### src/rtl/rtc_read_sequencer.sv
// Walks the nine RTC time/timer registers over a simple req/ack bus and strobes
// each returned byte into a one-hot addressed register bank, on demand or periodically.
module rtc_read_sequencer #(
  parameter int REFRESH_CYCLES = 1000000,
  parameter int TIMEOUT        = 255
) (
  input  logic       clk,
  input  logic       reset,
  input  logic       start,
  input  logic       auto_en,
  output logic       bus_req,
  output logic [7:0] bus_addr,
  input  logic       bus_ack,
  input  logic [7:0] bus_rdata,
  output logic [8:0] en,
  output logic [7:0] data_out,
  output logic       busy,
  output logic       done,
  output logic       err
);

  localparam int RW = (REFRESH_CYCLES > 1) ? $clog2(REFRESH_CYCLES) : 1;
  localparam int TW = (TIMEOUT > 0) ? $clog2(TIMEOUT + 1) : 1;
  localparam logic [RW-1:0] REFRESH_LAST = RW'(REFRESH_CYCLES - 1);
  localparam logic [TW-1:0] TIMEOUT_LAST = TW'(TIMEOUT - 1);

  typedef enum logic [2:0] {IDLE, REQ, WRITE, DONE, ERR} state_t;

  state_t          state;
  logic [3:0]      idx;
  logic [RW-1:0]   refresh_cnt;
  logic [TW-1:0]   timeout_cnt;
  logic            tick;

  function automatic logic [7:0] reg_addr(input logic [3:0] i);
    case (i)
      4'd0:    reg_addr = 8'h24;
      4'd1:    reg_addr = 8'h25;
      4'd2:    reg_addr = 8'h26;
      4'd3:    reg_addr = 8'h23;
      4'd4:    reg_addr = 8'h22;
      4'd5:    reg_addr = 8'h21;
      4'd6:    reg_addr = 8'h43;
      4'd7:    reg_addr = 8'h42;
      default: reg_addr = 8'h41;
    endcase
  endfunction

  // The wrap cycle is the tick; only IDLE acts on it, so ticks while busy are simply lost.
  assign tick = auto_en && (refresh_cnt == REFRESH_LAST);

  always_ff @(posedge clk) begin
    if (reset) begin
      state       <= IDLE;
      idx         <= '0;
      refresh_cnt <= '0;
      timeout_cnt <= '0;
      bus_req     <= 1'b0;
      bus_addr    <= '0;
      en          <= '0;
      data_out    <= '0;
      busy        <= 1'b0;
      done        <= 1'b0;
      err         <= 1'b0;
    end else begin
      if (!auto_en || tick) refresh_cnt <= '0;
      else                  refresh_cnt <= refresh_cnt + 1'b1;

      en   <= '0;
      done <= 1'b0;
      err  <= 1'b0;

      case (state)
        IDLE: begin
          if (start || tick) begin
            state       <= REQ;
            idx         <= '0;
            timeout_cnt <= '0;
            bus_req     <= 1'b1;
            bus_addr    <= reg_addr(4'd0);
            busy        <= 1'b1;
          end
        end
        REQ: begin
          if (bus_ack) begin
            state    <= WRITE;
            bus_req  <= 1'b0;
            data_out <= bus_rdata;
            en       <= 9'(1) << idx;
          end else if (timeout_cnt == TIMEOUT_LAST) begin
            state   <= ERR;
            bus_req <= 1'b0;
            err     <= 1'b1;
          end else begin
            timeout_cnt <= timeout_cnt + 1'b1;
          end
        end
        WRITE: begin
          if (idx == 4'd8) begin
            state <= DONE;
            done  <= 1'b1;
          end else begin
            state       <= REQ;
            idx         <= idx + 4'd1;
            timeout_cnt <= '0;
            bus_req     <= 1'b1;
            bus_addr    <= reg_addr(idx + 4'd1);
          end
        end
        DONE, ERR: begin
          state <= IDLE;
          busy  <= 1'b0;
        end
        default: state <= IDLE;
      endcase
    end
  end

endmodule

### config.mk
export PLATFORM = sky130hd
export DESIGN_NAME = rtc_read_sequencer
export DESIGN_NICKNAME = d
export VERILOG_FILES = /design/src/rtl/rtc_read_sequencer.sv
export SDC_FILE = /design/constraint.sdc
export NUM_CORES = 1
export LEC_CHECK = 0
export BUFFER_PORTS_ARGS = -buffer_cell sky130_fd_sc_hd__buf_4
export CORE_ASPECT_RATIO = 0.9
export CORE_MARGIN = 2
export CORE_UTILIZATION = 45
export CTS_BUF_LIST = sky130_fd_sc_hd__clkbuf_8
export DETAILED_ROUTE_END_ITERATION = 7
export PLACE_DENSITY = 0.68
export SETUP_SLACK_MARGIN = 0.1
export SYNTH_ARGS = -nofsm -noshare
export SYNTH_HDL_FRONTEND = slang
export SYNTH_SLANG_ARGS = --single-unit
### constraint.sdc
create_clock -name clk -period 1.8 [get_ports clk]
set_input_delay 0.18 -clock clk [delete_from_list [all_inputs] [get_ports clk]]
set_output_delay 0.18 -clock clk [all_outputs]
set_load 0.1 [all_outputs]
==> metrics.md <==
| Metric | Value |
|---|---|
| Worst slack at placement | `-1.18 ps` |
| Ports | `42` |
| Final max-slew violation count | `0` |
| Synth Area in XOR/XNOR | `6.30%` |
| DRC viols | `0` |
| GRT overflow | `0` |
| Final instance area | `0.00367 mm^2` |
| Req. time, crit path | `2070 ps` |
| Worst Clk Skew | `11.1 ps` |
| Sequential area share after synthesis | `43.9%` |
| Detailed Route WL | `6180 um` |
| H-tree levels | `3` |
| Main combinational cell family by area after synthesis | `simple AND/OR/NAND/NOR gates` |
| Hold WS | `81.9 ps` |
| Period minus WS final | `1800 ps` |
| Final GP Congestion | `0.814` |
| Async SR Flop Fraction | `0%` |
| Starting density of the core | `46.0%` |
| Mapped cell area | `0.00278 mm^2` |
| Max Cap Violations | `0` |
| Final worst slack | `1.45 ps` |
| Reg clk slew, reported paths | `70 ps` |
| Peak VDD IR | `713 uV` |
| Area delta synth->final | `32.2%` |
| Synth unique cells | `59` |
| P per Cell Area | `815 mW/mm^2` |
| Critical path endpoint category | `flop` |
| Via density | `5.20` |
| YS warnings | `0` |
| Routed len/inst | `13.2 um` |
| Number of antenna diodes | `0` |
| Post-DP HPWL | `4340 um` |
| # rows | `27` |
| Top-area cell type share of the netlist area | `43.9%` |
| Highest Signal Layer | `met4` |
| Simple-gate share of the synthesized area | `27.0%` |
| Hold WC Path Type | `input port to flop` |
| Final Net Count | `412` |
| Initial antenna violation count | `0` |
| Initial drt markers | `131` |
| Setup Viol. Count Final | `0` |
| CTS root buffer | `clkbuf_8` |
| Status | `completed` |
| Fin crit share | `99.9%` |
| Synth Area in Compound Gates | `14.6%` |
| Mux contribution to synthesized area | `0.360%` |
| Yosys top cell by area | `dfxtp_1` |
| Via Count | `2430` |
| RSZ-0062 raised after global routing | `yes` |
| Total GRT Usage | `18.3%` |
| Metal2 WL | `2880 um` |
| Leak | `0.00145 uW` |
| Crit Path Class | `flop to flop` |
| Seq cells post-synth | `61` |
| Largest net degree at the start of global routing | `21` |
| Port Buffers | `38` |
| Final core utilization | `60.7%` |
| Die height | `78.6 um` |
| Die Footprint | `0.00682 mm^2` |
| Synth Flop Type | `dfxtp_1` |
| Share of layout cells above drive strength 1 | `30.4%` |
| Cells after synthesis | `321` |
| Startpoint types | `flop` |
| Top-count cell post-synth | `dfxtp_1` |
| Synth Area in Adders | `3.60%` |
| Post-synth top cells | `61 x dfxtp_1, 41 x nor2_1, 35 x nand2_1, 24 x a21oi_1, 16 x nand3_1` |
| Clk sink count | `61` |
| Placed Instance Area | `0.00334 mm^2` |
| Met3 wire len | `282 um` |
| Final ANT Viol Nets | `0` |
| Pre-Repair DR Iteration Count | `4` |
| Vias in the first global route | `2205` |
| Crit-path max FO | `5` |
| Arrival time worst endpoint | `2070 ps` |
| Worst skew pair latency | `340 ps` |
| Core area | `0.00605 mm^2` |
| Largest cells by area after synthesis | `dfxtp_1 44%, nor2_1 5.5%, nand2_1 4.7%` |
| Global-route wire length before repair | `9870 um` |
| Fin. Hold Viols | `0` |
| Avg Inst Size Synth | `8.66 um^2` |
| Metal1 wirelength | `2970 um` |
| Highest Clock Rate | `0.556 GHz` |
| CTS tree | `done` |
| Die Wd | `86.8 um` |
| Num CTS Buffers | `9` |
| Max clock buf depth | `2` |
| Post-synth EDFFs | `0` |
==> placed cells by master (no fill, tap or decap), drive strengths merged, types with 9 or more instances in the layout <==
cell type | netlist | routed
nand2 | 35 | 35
nor3 | 9 | 9
xnor2 | 10 | 10
xor2 | 10 | 10
nand3 | 16 | 16
dfxtp | 61 | 61
nor2 | 42 | 42
a21oi | 24 | 24
buf | 8 | 71
clkbuf | 7 | 12
o21ai | 16 | 16
==> report_power, final <==
part	internal [uW]	switching, uW	total (uW)
sequential	1370	17.9	1390
clock	702	514	1220
combinational	115	270	386
==> critical path: stages (launching register included) <==
cell,delay [ps]
dfxtp_2,320
or4b_4,540
nor4_4,240
a311oi_2,170
nor2_2,260
mux2i_1,210
==> cell type report <==
type / count / area (um^2)
repair buffers: 72 / 571
well taps: 72 / 90.1
clock buffers: 11 / 151
inverters: 6 / 22.5
multi-input cells: 241 / 1570
flip-flops and latches: 61 / 1220
fillers: 530 / 2370
clock inverters: 4 / 47.5
==> final timing paths <==
check,from,endpoint,slack [ps],cells past startpoint
min reg2reg,data_out[0],data_out[0],450,2
max,refresh_cnt[11],bus_addr[0],1,5
max reg2reg,refresh_cnt[11],bus_addr[0],1,5
min,bus_ack,state[2],80,2
==> flip-flops by register name, indices dropped and copies added, names as in the netlist <==
| signal | flops |
|---|---|
| bus_addr | 5 |
| timeout_cnt | 8 |
| done | 1 |
| busy | 1 |
| idx | 4 |
| err | 1 |
| state | 3 |
| bus_req | 1 |
| en | 9 |
| refresh_cnt | 20 |
| data_out | 8 |
==> stage by stage <==
stage               total power (uW)  TNS, ps  std cells
global route                    3100     -940        467
finish                          2990        0        467
CTS                             3020   -0.584        466
global placement                1770        0        450
detailed placement              1780    -1.18        450
floorplan                       1690        0        323
==> metal layers <==
layer  vias to the layer above  track usage, %
li1                       1267               -
met1                      1107            23.9
met2                        50            28.0
met3                         6            6.41
met4                         0            6.09
met5                         -               0
==> logic make-up after synthesis <==
logic type,Yosys count
mux,1
other cells,1
xor+xnor,20
compound gates,64
buf+inv,21
fa+ha+maj,8
simple gates,145
flops,61
==> timing repair <==
item | CTS | global route
setup endpoints to repair | 16 | 40
resized for setup | 17 | 12
gates cloned | 0 | 1
pin swaps | 14 | 7
setup buffers | 1 | 0
hold buffers | 0 | 0
endpoints found under the hold margin | 0 | 0
(Power assumes the default switching activity.)
